$ cat config.mk
export PLATFORM = sky130hd
export DESIGN_NAME = key_search_ctrl
export DESIGN_NICKNAME = d
export VERILOG_FILES = /design/src/rtl/rc4_pkg.sv /design/src/rtl/key_counter.sv /design/src/rtl/key_search_ctrl.sv
export SDC_FILE = /design/constraint.sdc
export NUM_CORES = 1
export LEC_CHECK = 0
export CAP_MARGIN = 20
export CORE_MARGIN = 4
export CORE_UTILIZATION = 38
export DETAILED_ROUTE_END_ITERATION = 6
export GPL_TIMING_DRIVEN = 1
export PLACE_DENSITY_LB_ADDON = 0.25
export SYNTH_ARGS = -nofsm -noshare
export SYNTH_HDL_FRONTEND = slang
export SYNTH_SLANG_ARGS = --single-unit
$ cat constraint.sdc
create_clock -name clk -period 2.9 [get_ports clk]
set_input_delay 0.29 -clock clk [delete_from_list [all_inputs] [get_ports clk]]
set_output_delay 0.29 -clock clk [all_outputs]
set_load 0.005 [all_outputs]
$ cat src/rtl/rc4_pkg.sv
// Shared types and defaults for the RC4 key-search datapath.
package rc4_pkg;

    localparam int unsigned KEY_WIDTH_DEFAULT = 24;

    typedef enum logic [2:0] {
        IDLE      = 3'd0,
        LAUNCH    = 3'd1,
        WAIT      = 3'd2,
        FOUND     = 3'd3,
        EXHAUSTED = 3'd4
    } key_search_state_t;

endpackage

$ cat src/rtl/key_counter.sv
// Candidate-key up-counter with synchronous load of KEY_START and a registered at-end flag.
module key_counter
    import rc4_pkg::*;
#(
    parameter int unsigned          KEY_WIDTH = KEY_WIDTH_DEFAULT,
    parameter logic [KEY_WIDTH-1:0] KEY_START = '0,
    parameter logic [KEY_WIDTH-1:0] KEY_END   = '1
) (
    input  logic                 clk,
    input  logic                 reset,
    input  logic                 load_i,
    input  logic                 inc_i,
    output logic [KEY_WIDTH-1:0] count_o,
    output logic                 at_end_o
);

    logic [KEY_WIDTH-1:0] count_q;
    logic [KEY_WIDTH-1:0] count_d;
    logic                 at_end_q;

    // Next count: load has priority over increment; the FSM never increments at KEY_END.
    always_comb begin
        count_d = count_q;
        if (load_i) begin
            count_d = KEY_START;
        end else if (inc_i) begin
            count_d = count_q + KEY_WIDTH'(1);
        end
    end

    // Count register; at_end is precomputed from the next count so it is glitch-free.
    always_ff @(posedge clk) begin
        if (reset) begin
            count_q  <= KEY_START;
            at_end_q <= (KEY_START == KEY_END);
        end else begin
            count_q  <= count_d;
            at_end_q <= (count_d == KEY_END);
        end
    end

    assign count_o  = count_q;
    assign at_end_o = at_end_q;

endmodule

$ cat src/rtl/key_search_ctrl.sv
// Brute-force key-sweep controller: launches one decrypt attempt per key and reports the first hit.
module key_search_ctrl
    import rc4_pkg::*;
#(
    parameter int unsigned          KEY_WIDTH = KEY_WIDTH_DEFAULT,
    parameter logic [KEY_WIDTH-1:0] KEY_START = '0,
    parameter logic [KEY_WIDTH-1:0] KEY_END   = '1
) (
    input  logic                 clk,
    input  logic                 reset,
    input  logic                 start,
    input  logic                 stop,
    input  logic                 core_done,
    input  logic                 core_valid,
    output logic                 core_start,
    output logic [KEY_WIDTH-1:0] key_out,
    output logic                 key_load,
    output logic                 busy,
    output logic                 found,
    output logic                 exhausted
);

    // An empty sweep range is a configuration error.
    if (KEY_START > KEY_END) begin : g_range_check
        $error("key_search_ctrl: KEY_START must not exceed KEY_END");
    end

    key_search_state_t state_q;
    logic              core_start_q;
    logic              key_load_q;
    logic              busy_q;
    logic              found_q;
    logic              exhausted_q;

    logic              load_c;
    logic              inc_c;
    logic              at_end;

    key_counter #(
        .KEY_WIDTH (KEY_WIDTH),
        .KEY_START (KEY_START),
        .KEY_END   (KEY_END)
    ) u_key_counter (
        .clk      (clk),
        .reset    (reset),
        .load_i   (load_c),
        .inc_i    (inc_c),
        .count_o  (key_out),
        .at_end_o (at_end)
    );

    // Counter controls: load on an accepted start, step on a failing verdict short of KEY_END.
    always_comb begin
        load_c = 1'b0;
        inc_c  = 1'b0;
        case (state_q)
            IDLE, FOUND, EXHAUSTED: load_c = start;
            WAIT:                   inc_c  = core_done && !core_valid && !stop && !at_end;
            default:                ;
        endcase
    end

    // Sweep FSM with every status output held in its own flop.
    always_ff @(posedge clk) begin
        if (reset) begin
            state_q      <= IDLE;
            core_start_q <= 1'b0;
            key_load_q   <= 1'b0;
            busy_q       <= 1'b0;
            found_q      <= 1'b0;
            exhausted_q  <= 1'b0;
        end else begin
            core_start_q <= 1'b0;
            key_load_q   <= 1'b0;
            case (state_q)
                IDLE, FOUND, EXHAUSTED: begin
                    if (start) begin
                        state_q      <= LAUNCH;
                        core_start_q <= 1'b1;
                        busy_q       <= 1'b1;
                        found_q      <= 1'b0;
                        exhausted_q  <= 1'b0;
                    end
                end
                LAUNCH: begin
                    state_q <= WAIT;
                end
                WAIT: begin
                    if (core_done && core_valid) begin
                        state_q    <= FOUND;
                        key_load_q <= 1'b1;
                        found_q    <= 1'b1;
                        busy_q     <= 1'b0;
                    end else if (stop) begin
                        state_q <= IDLE;
                        busy_q  <= 1'b0;
                    end else if (core_done) begin
                        if (at_end) begin
                            state_q     <= EXHAUSTED;
                            exhausted_q <= 1'b1;
                            busy_q      <= 1'b0;
                        end else begin
                            state_q      <= LAUNCH;
                            core_start_q <= 1'b1;
                        end
                    end
                end
                default: begin
                    state_q     <= IDLE;
                    busy_q      <= 1'b0;
                    found_q     <= 1'b0;
                    exhausted_q <= 1'b0;
                end
            endcase
        end
    end

    assign core_start = core_start_q;
    assign key_load   = key_load_q;
    assign busy       = busy_q;
    assign found      = found_q;
    assign exhausted  = exhausted_q;

endmodule

Yosys cells after proc, flatten, opt, wreduce, memory -nomap -nowiden
Index checks and enable logic that the tools add are counted.
{"block": "op_classes", "n_addsub": 1, "mul": 0, "n_div": 0, "magnitude_cmp": 0, "eq_ne": 13, "n_shift": 0, "n_mux": 31, "bitwise": 2, "reduce_logical": 14}
{"cell": "24-bit 2-to-1 mux", "count": 2}
{"cell": "24-bit by 1-bit adder with 24-bit output, second input constant", "count": 1}
{"cell": "24-bit equality test, second input constant", "count": 1}
{"cell": "1-bit 2-to-1 mux", "count": 19}
{"cell": "3-bit 2-to-1 mux", "count": 5}
{"cell": "2-bit inequality test, second input constant", "count": 5}
{"cell": "1-bit one-hot mux with 3 select lines", "count": 3}
{"cell": "3-bit one-hot mux with 3 select lines", "count": 1}
{"cell": "3-bit by 2-bit equality test with 1-bit output, second input constant", "count": 2}
{"cell": "6-bit AND reduction", "count": 1}
{"cell": "1-bit logical AND", "count": 4}
{"cell": "4-bit by 3-bit inequality test with 1-bit output, second input constant", "count": 1}
{"cell": "4-bit inequality test, second input constant", "count": 1}
{"cell": "4-bit AND reduction", "count": 1}
{"cell": "3-bit by 1-bit equality test with 1-bit output, second input constant", "count": 1}
{"cell": "3-bit equality test, second input constant", "count": 1}
{"cell": "1-bit logical NOT", "count": 3}
{"cell": "3-bit logical NOT", "count": 1}
{"cell": "3-bit AND reduction", "count": 1}
{"cell": "3-bit OR reduction", "count": 1}
{"cell": "2-bit by 1-bit inequality test with 1-bit output, second input constant", "count": 1}
{"cell": "1-bit NOT", "count": 2}
{"cell": "1-bit one-hot mux with 2 select lines", "count": 1}
{"cell": "2-bit AND reduction", "count": 1}
{"cell": "2-bit OR reduction", "count": 1}
{"block": "word_totals", "register_bits": 33, "latchBits": 0, "mem_bits_rw": 0, "mem_bits_ro": 0, "in_bits": 6, "mem_count": 0}

Longest topological paths before layout
Gate-level depths: netlist of run 1.
{"block": "logic_depth", "depth_word": 8, "depth_mapped": 7, "ltp_nobuf": 6}

By module
A second synthesis of run 1 with hierarchy kept.
{"block": "unflattened", "hier_cells": 239, "area_unflattened_um2": 1943.1}
{"module": "key_counter", "n_inst": 1, "cells_each": 189, "area_per_inst_um2": 1517.7, "seq_area_each_um2": 500.5}
{"module": "key_search_ctrl", "n_inst": 1, "cells_each": 50, "area_per_inst_um2": 425.4, "seq_area_each_um2": 160.2}

Worst setup path before layout of run 1
No wires, ideal clock.
{"block": "synth_path", "path_type": "register to register", "start": "reg u_key_counter.at_end_q (netlist: u_key_counter.at_end_o)", "end": "reg u_key_counter.at_end_q (netlist: u_key_counter.at_end_o)", "t_arrival_ns": 2.167, "setup_slack_ns": 0.630, "path_stages_with_launch": 8, "period_less_slack_ns": 2.270, "path_cell_list": "dfxtp_1 > or4b_1 > buf_2 > or4_4 > buf_6 > xnor2_2 > o2111ai_1 > a2111oi_2"}
{"block": "synth_between", "elab_chain_cells": 6}
{"element": "start, declared", "line_no": "key_counter.sv:19", "text": "logic at_end_q;"}
{"element": "start signal, assigned", "line_no": "key_counter.sv:35", "text": "at_end_q <= (KEY_START == KEY_END);"}
{"element": "start signal, assigned", "line_no": "key_counter.sv:38", "text": "at_end_q <= (count_d == KEY_END);"}
{"element": "1-bit logical NOT", "line_no": "key_search_ctrl.sv:58", "text": "WAIT: inc_c = core_done && !core_valid && !stop && !at_end;"}
{"element": "1-bit logical AND", "line_no": "key_search_ctrl.sv:58"}
{"element": "1-bit 2-to-1 mux", "line_no": "key_search_ctrl.sv:56", "text": "case (state_q)"}
{"element": "24-bit 2-to-1 mux", "line_no": "key_counter.sv:26", "text": "end else if (inc_i) begin"}
{"element": "24-bit 2-to-1 mux", "line_no": "key_counter.sv:24", "text": "if (load_i) begin"}
{"element": "24-bit equality test", "line_no": "key_counter.sv:38"}
No other way between the ends.
A chain may end at the register's enable or synchronous reset.

Final worst setup path of run 1
{"block": "layout_path", "start": "in stop", "end": "reg u_key_counter.at_end_q (netlist: u_key_counter.at_end_o)"}
{"block": "layout_between", "elab_chain_cells": 7}
{"element": "start, declared", "line_no": "key_search_ctrl.sv:12", "text": "input logic stop,"}
{"element": "1-bit logical NOT", "line_no": "key_search_ctrl.sv:58"}
{"element": "1-bit logical AND (2 in a row)", "line_no": "key_search_ctrl.sv:58"}
{"element": "1-bit 2-to-1 mux", "line_no": "key_search_ctrl.sv:56"}
{"element": "24-bit 2-to-1 mux", "line_no": "key_counter.sv:26"}
{"element": "24-bit 2-to-1 mux", "line_no": "key_counter.sv:24"}
{"element": "24-bit equality test", "line_no": "key_counter.sv:38"}
No other way between the ends.

==> flow_metrics.tcl, run 1 <==
set metrics [dict create \
    r2r_cells 6 \
    syn_avg_cell_area_um2 8.04 \
    grt_overflow 0 \
    numCtsBuffers 5 \
    cts_max_level 2 \
    power_leakage_uw 0.000755 \
    ctsResizeCount 0 \
    wirelength_mm 4.28 \
    met2RoutedLength_mm 1.83 \
    netlist_instances 223 \
    ioPinCount 35 \
    syn_nets 230 \
    synthToLayoutAreaGrowth_pct 27.4 \
    slew_viol_final 0 \
    clockBufferDepth 2 \
    first_iter_violations 178 \
    die_w_um 76.7 \
    critPathCaptureType "register" \
    core_um2 4470 \
    root_buffer "clkbuf_8" \
    portBuffers 34 \
    hp-start "found" \
    power_uw 927 \
    grt_antenna_before_repair 0 \
    synth_seq_cells 33 \
    wl_met1_mm 2.19 \
    holdBufCountCts 0 \
    synthDistinctLibCells 43 \
    wl_met3_um 189 \
    grt_pass1_wl_mm 7.36 \
    async_reset_ff_frac 0 \
    dieArea_um2 5880 \
    nets 266 \
    cp.arrival_ns 2.65 \
    hold_viol_final 0 \
    powerDensity_nw_per_um2 406 \
    via_per_inst 5.41 \
    ant_nets 0 \
    vias 1688 \
    crit_path_start "stop" \
    setup_viol 0 \
    cts.sinks 33 \
    drtPass1Iterations 4 \
    worstPathCellList "clkdlybuf4s50_1 > or4b_1 > or4_4 > xnor2_2 > o2111ai_1 > a2111oi_2" \
    syn_area_um2 1790 \
    slowest_stage "or4b_1" \
    rows 24 \
    top_layer_used "met4" \
    drive_gt1_frac 0.0731 \
    max_freq_ghz 0.407 \
    die_h_um 76.7 \
    hold_ws_ns 0.490 \
    synth.largest_area_cell "dfxtp_1" \
    yosys-top-cells-area "dfxtp_1 37%, nor2_1 7.3%, xnor2_1 5.4%" \
    maxSlewHeadroom 0.572 \
    worstMarginPinSlew_ns 0.640 \
    vdd_drop_max_uv 171 \
    clk_pin_slew_ns 0.07 \
    post-place-ws_ns 0.169 \
    clk_latency_ns 0.29 \
    drv_cap 0 \
    grt_usage 0.155 \
    worstReg2RegStart "u_key_counter.count_o[0]" \
    crit_end "u_key_counter.at_end_o" \
    fin_ws_ns 0.444 \
    wl_per_cell_um 13.7 \
    yosysMostFrequentCell "nor2_1" \
    drcViolationCount 0 \
    grt_max_degree 20 \
    min_period_over_period 0.847 \
    outcome "finished clean" \
    ys_seq_area_frac 0.368 \
    path_class "in -> reg" \
    synth_top_area_frac 0.368 \
    skew_ns 0.00688 \
    grt_pass1_vias 1491 \
    initial_core_util 0.401 \
    utilization 0.510 \
    required_ns 3.09 \
    final.setup.tns_ns 0 \
    grt_setup_unrepaired "false" \
    diodes 0 \
    synth_edf_count 0 \
    cts_tree "built" \
    synth_common_cells "35 x nor2_1, 33 x dfxtp_1, 13 x nand2_1" \
    postCtsSetupBuffers 0 \
    hpwl_mm 3.18 \
    r2r_end "u_key_counter.at_end_o" \
    crit_fanout 6 \
    hold_path.class "reg -> reg" \
    fin_crit_ns 2.46 \
    startpoint_type "primary input" \
    gp_congestion 0.899 \
    r2r_setup_slack_ns 0.56 \
    cpPeakStageDelay_ns 0.61 \
    synthFlopType "dfxtp_1" \
    ys.warnings.count 0 \
]
==> power breakdown <==
part	leakage [uW]	switching (uW)	total (uW)	internal, uW
Clock	0.0000450	167	333	166
Sequential	0.000267	17.9	482	464
Combinational	0.000443	61.6	113	50.9
Total	0.000755	247	927	681
==> worst min path at each step <==
| stage | end | slack [ns] | cells past startpoint |
|---|---|---|---|
| 4_1_cts | found | 0.49 | 2 |
| 5_1_grt | busy | 0.52 | 2 |
| 2_1_floorplan | key_load | 0.44 | 2 |
| 3_5_place_dp | found | 0.46 | 2 |
| 3_3_place_gp | exhausted | 0.47 | 2 |
| 6_report | found | 0.49 | 2 |
==> state kept, by name (all words and copies together), names as in the netlist <==
name	count
core_start	1
key_load	1
busy	1
exhausted	1
u_key_counter.at_end_o	1
state_q	3
u_key_counter.count_o	24
found	1
==> stage by stage <==
| step | cells | instance area (um2) |
|---|---|---|
| 4_1_cts | 312 | 2280 |
| 5_1_grt | 312 | 2280 |
| 3_3_place_gp | 304 | 2200 |
| 3_5_place_dp | 304 | 2200 |
| 6_report | 312 | 2280 |
| 2_1_floorplan | 223 | 1790 |
==> layout make-up <==
cell class,instances,area (um2)
Clock inverter,2,10.0
Clock buffer,6,72.6
Tap cell,52,65.1
Inverter,6,22.5
Timing Repair Buffer,42,400
Fill cell,447,2190
Multi-Input combinational cell,171,1050
Sequential cell,33,661
==> cells in the final DEF (no fill, tap or decap), types with 4 or more instances in the layout <==
| cell type | synthesis | layout |
|---|---|---|
| clkdlybuf4s50_1 | 0 | 34 |
| dfxtp_1 | 33 | 33 |
| a21o_1 | 4 | 4 |
| buf_4 | 0 | 8 |
| nor4_1 | 10 | 10 |
| xor2_1 | 10 | 10 |
| inv_1 | 6 | 6 |
| nand2_1 | 13 | 13 |
| nor2_1 | 35 | 35 |
| and2_1 | 6 | 6 |
| a31oi_1 | 5 | 5 |
| nand4_1 | 12 | 12 |
| xnor2_1 | 11 | 11 |
| nand3_1 | 8 | 8 |
| a21oi_1 | 4 | 4 |
| nor3_1 | 11 | 11 |
| clkbuf_8 | 0 | 5 |
| o21a_1 | 6 | 6 |
==> metal layers <==
metal | GRT usage | vias up
met4 | 0.0652 | 0
met3 | 0.0445 | 6
met5 | 0 | -
met1 | 0.220 | 774
met2 | 0.218 | 40
li1 | - | 868
==> worst max-delay path, delay by kind of cell <==
family	cells	cell delay, ns
AOI/OAI and AO/OA	2	0.50
xor gates and xnor gates	1	0.17
buffers and inverters	1	0.49
and+or+nand+nor	2	1.20
==> logic make-up (layout without fill, tap and decap cells) <==
logic type,count (synthesis),after routing,share of synthesized area
DFF,33,33,0.368
and+or+nand+nor,115,115,0.338
AOI/OAI and AO/OA,32,32,0.125
muxes,1,1,0.00558
adders and majority gates,1,1,0.00698
buffers and inverters,19,56,0.0447
xor gates and xnor gates,22,22,0.112
No activity file was read; power rests on OpenSTA's default activity.
==> run 2: changes to the inputs <==
==> constraint.sdc (replaced) <==
create_clock -name clk -period 2.33 [get_ports clk]
set_input_delay 0.233 -clock clk [delete_from_list [all_inputs] [get_ports clk]]
set_output_delay 0.233 -clock clk [all_outputs]
set_load 0.005 [all_outputs]
==> run 2 against run 1 <==
Worst hold slack worse by 0.0015 ns. Combinational power is 60% higher. Non-clock buffer count is 18 higher. Power is 34% higher. Critical path depth stayed put. Cell area is 7.7% higher. Sequential power is 21% higher. Final cell count is 5.8% higher. Worst setup slack worse by 0.36 ns. Clock skew is 0.0022 ns higher. Clock power is 44% higher. Critical path type unchanged.
==> flow_metrics.tcl, run 2 (same netlist as run 1, synthesis figures left out) <==
set metrics [dict create \
    worstPathCellList "clkdlybuf4s50_1 > or4b_4 > or4_4 > xnor2_2 > o2111ai_1 > a2111oi_2" \
    nets 284 \
    path_buf_inv 1 \
    grt_setup_unrepaired "false" \
    maxSlewHeadroom 0.686 \
    vias 1763 \
    hold_viol_final 0 \
    initial_core_util 0.401 \
    min_period_over_period 0.964 \
    layout_common_cells "35 x nor2_1, 34 x clkdlybuf4s50_1, 33 x dfxtp_1" \
    drv_cap 0 \
    postCtsSetupBuffers 0 \
    rows 24 \
    skew_ns 0.00908 \
    mostFrequentLayoutCell "nor2_1" \
    hpwl_mm 3.38 \
    final.setup.tns_ns 0 \
    cts_tree "built" \
    max_freq_ghz 0.445 \
    ioPinCount 35 \
    holdBufCountCts 0 \
    power_uw 1250 \
    fin_crit_ns 2.25 \
    drcViolationCount 0 \
    die_w_um 76.7 \
    gp_congestion 0.864 \
    cts.sinks 33 \
    grt_antenna_before_repair 0 \
    crit_fanout 4 \
    drtPass1Iterations 4 \
    nFillCells 409 \
    slowest_stage "or4_4" \
    vdd_drop_max_uv 221 \
    slew_viol_final 0 \
    grt_overflow 0 \
    powerDensity_nw_per_um2 506 \
    cts_max_level 2 \
    core_um2 4470 \
    worstMarginPinSlew_ns 0.468 \
    required_ns 2.52 \
    grt_max_degree 20 \
    cp.arrival_ns 2.43 \
    ant_nets 0 \
    hold_path.class "reg -> reg" \
    outcome "finished clean" \
    clockBufferDepth 2 \
    critPathCaptureType "register" \
    root_buffer "clkbuf_8" \
    diodes 0 \
    setup_viol 0 \
    wirelength_mm 4.51 \
    numCtsBuffers 5 \
    largest_reg_flops 24 \
    path_class "in -> reg" \
    startpoint_type "primary input" \
    cpLargestDelayFamily "simple AND/OR/NAND/NOR gates" \
    first_iter_violations 158 \
    synthToLayoutAreaGrowth_pct 37.1 \
    grt_pass1_wl_mm 7.78 \
    grt_usage 0.160 \
    clk_latency_ns 0.29 \
    clk_pin_slew_ns 0.06 \
    die_h_um 76.7 \
    utilization 0.549 \
    grt_pass1_vias 1607 \
    dieArea_um2 5880 \
    wl_per_cell_um 13.7 \
    cpPeakStageDelay_ns 0.57 \
    power_leakage_uw 0.000858 \
    portBuffers 34 \
    drive_gt1_frac 0.151 \
    via_per_inst 5.34 \
]
-- run 2: worst paths after layout --
check | cells past startpoint | start | slack (ns) | end
worst max-delay path | 6 | stop | 0.08 | u_key_counter.at_end_o
worst min-delay path | 2 | found | 0.49 | found
worst max register to register | 5 | u_key_counter.at_end_o | 0.08 | u_key_counter.at_end_o
worst min register to register | 2 | found | 0.49 | found
-- run 2: repair_timing --
item | in CTS | in global routing
gates resized for setup | 0 | 4
endpoints found under the setup margin | 0 | 1
hold endpoints to repair | 0 | 0
-- run 2: through the flow --
stage / hold slack [ns] / std cells / area, um2 / worst slack, ns
finish: 0.488 / 330 / 2460 / 0.0849
floorplan: 0.383 / 223 / 1790 / 0.0598
detailed placement: 0.460 / 322 / 2340 / -0.277
global placement: 0.450 / 322 / 2340 / -0.180
CTS: 0.492 / 330 / 2440 / 0.0232
global route: 0.524 / 330 / 2460 / 0.00961
-- run 2: final cells by class --
class,instances,area [um2],area share
Timing Repair Buffer,60,536,0.218
Sequential cell,33,661,0.269
Tap cell,52,65.1,0.0265
Multi-Input combinational cell,171,1070,0.437
Clock buffer,7,96.3,0.0392
Clock inverter,1,5.00,0.00204
Inverter,6,22.5,0.00916
-- run 2: power by group --
part / total [uW] / switching (uW) / internal (uW)
Sequential: 583 / 5.81 / 577
Clock: 481 / 214 / 267
Combinational: 181 / 100 / 81.0
Total: 1250 / 320 / 925
-- run 2: tightest hold or removal path, stage by stage, from the launching register on --
cell     delay, ns
dfxtp_1       0.34
a21oi_1       0.04
nor2_1        0.07
-- run 2: layer usage --
layer,share of wire,global-route usage,vias up
li1,-,-,901
met1,0.51,0.230,821
met2,0.44,0.234,35
met3,0.042,0.0433,6
met4,0.012,0.0435,0
met5,0,0,-
==> run 3: changes to the inputs <==
--- a/config.mk
+++ b/config.mk
@@ -11,6 +11,7 @@
 export DETAILED_ROUTE_END_ITERATION = 6
 export GPL_TIMING_DRIVEN = 1
 export PLACE_DENSITY_LB_ADDON = 0.25
+export SLEW_MARGIN = 20
 export SYNTH_ARGS = -nofsm -noshare
 export SYNTH_HDL_FRONTEND = slang
 export SYNTH_SLANG_ARGS = --single-unit
==> results of run 3 <==
Final layout, timing and power as in run 2 (identical DEF).
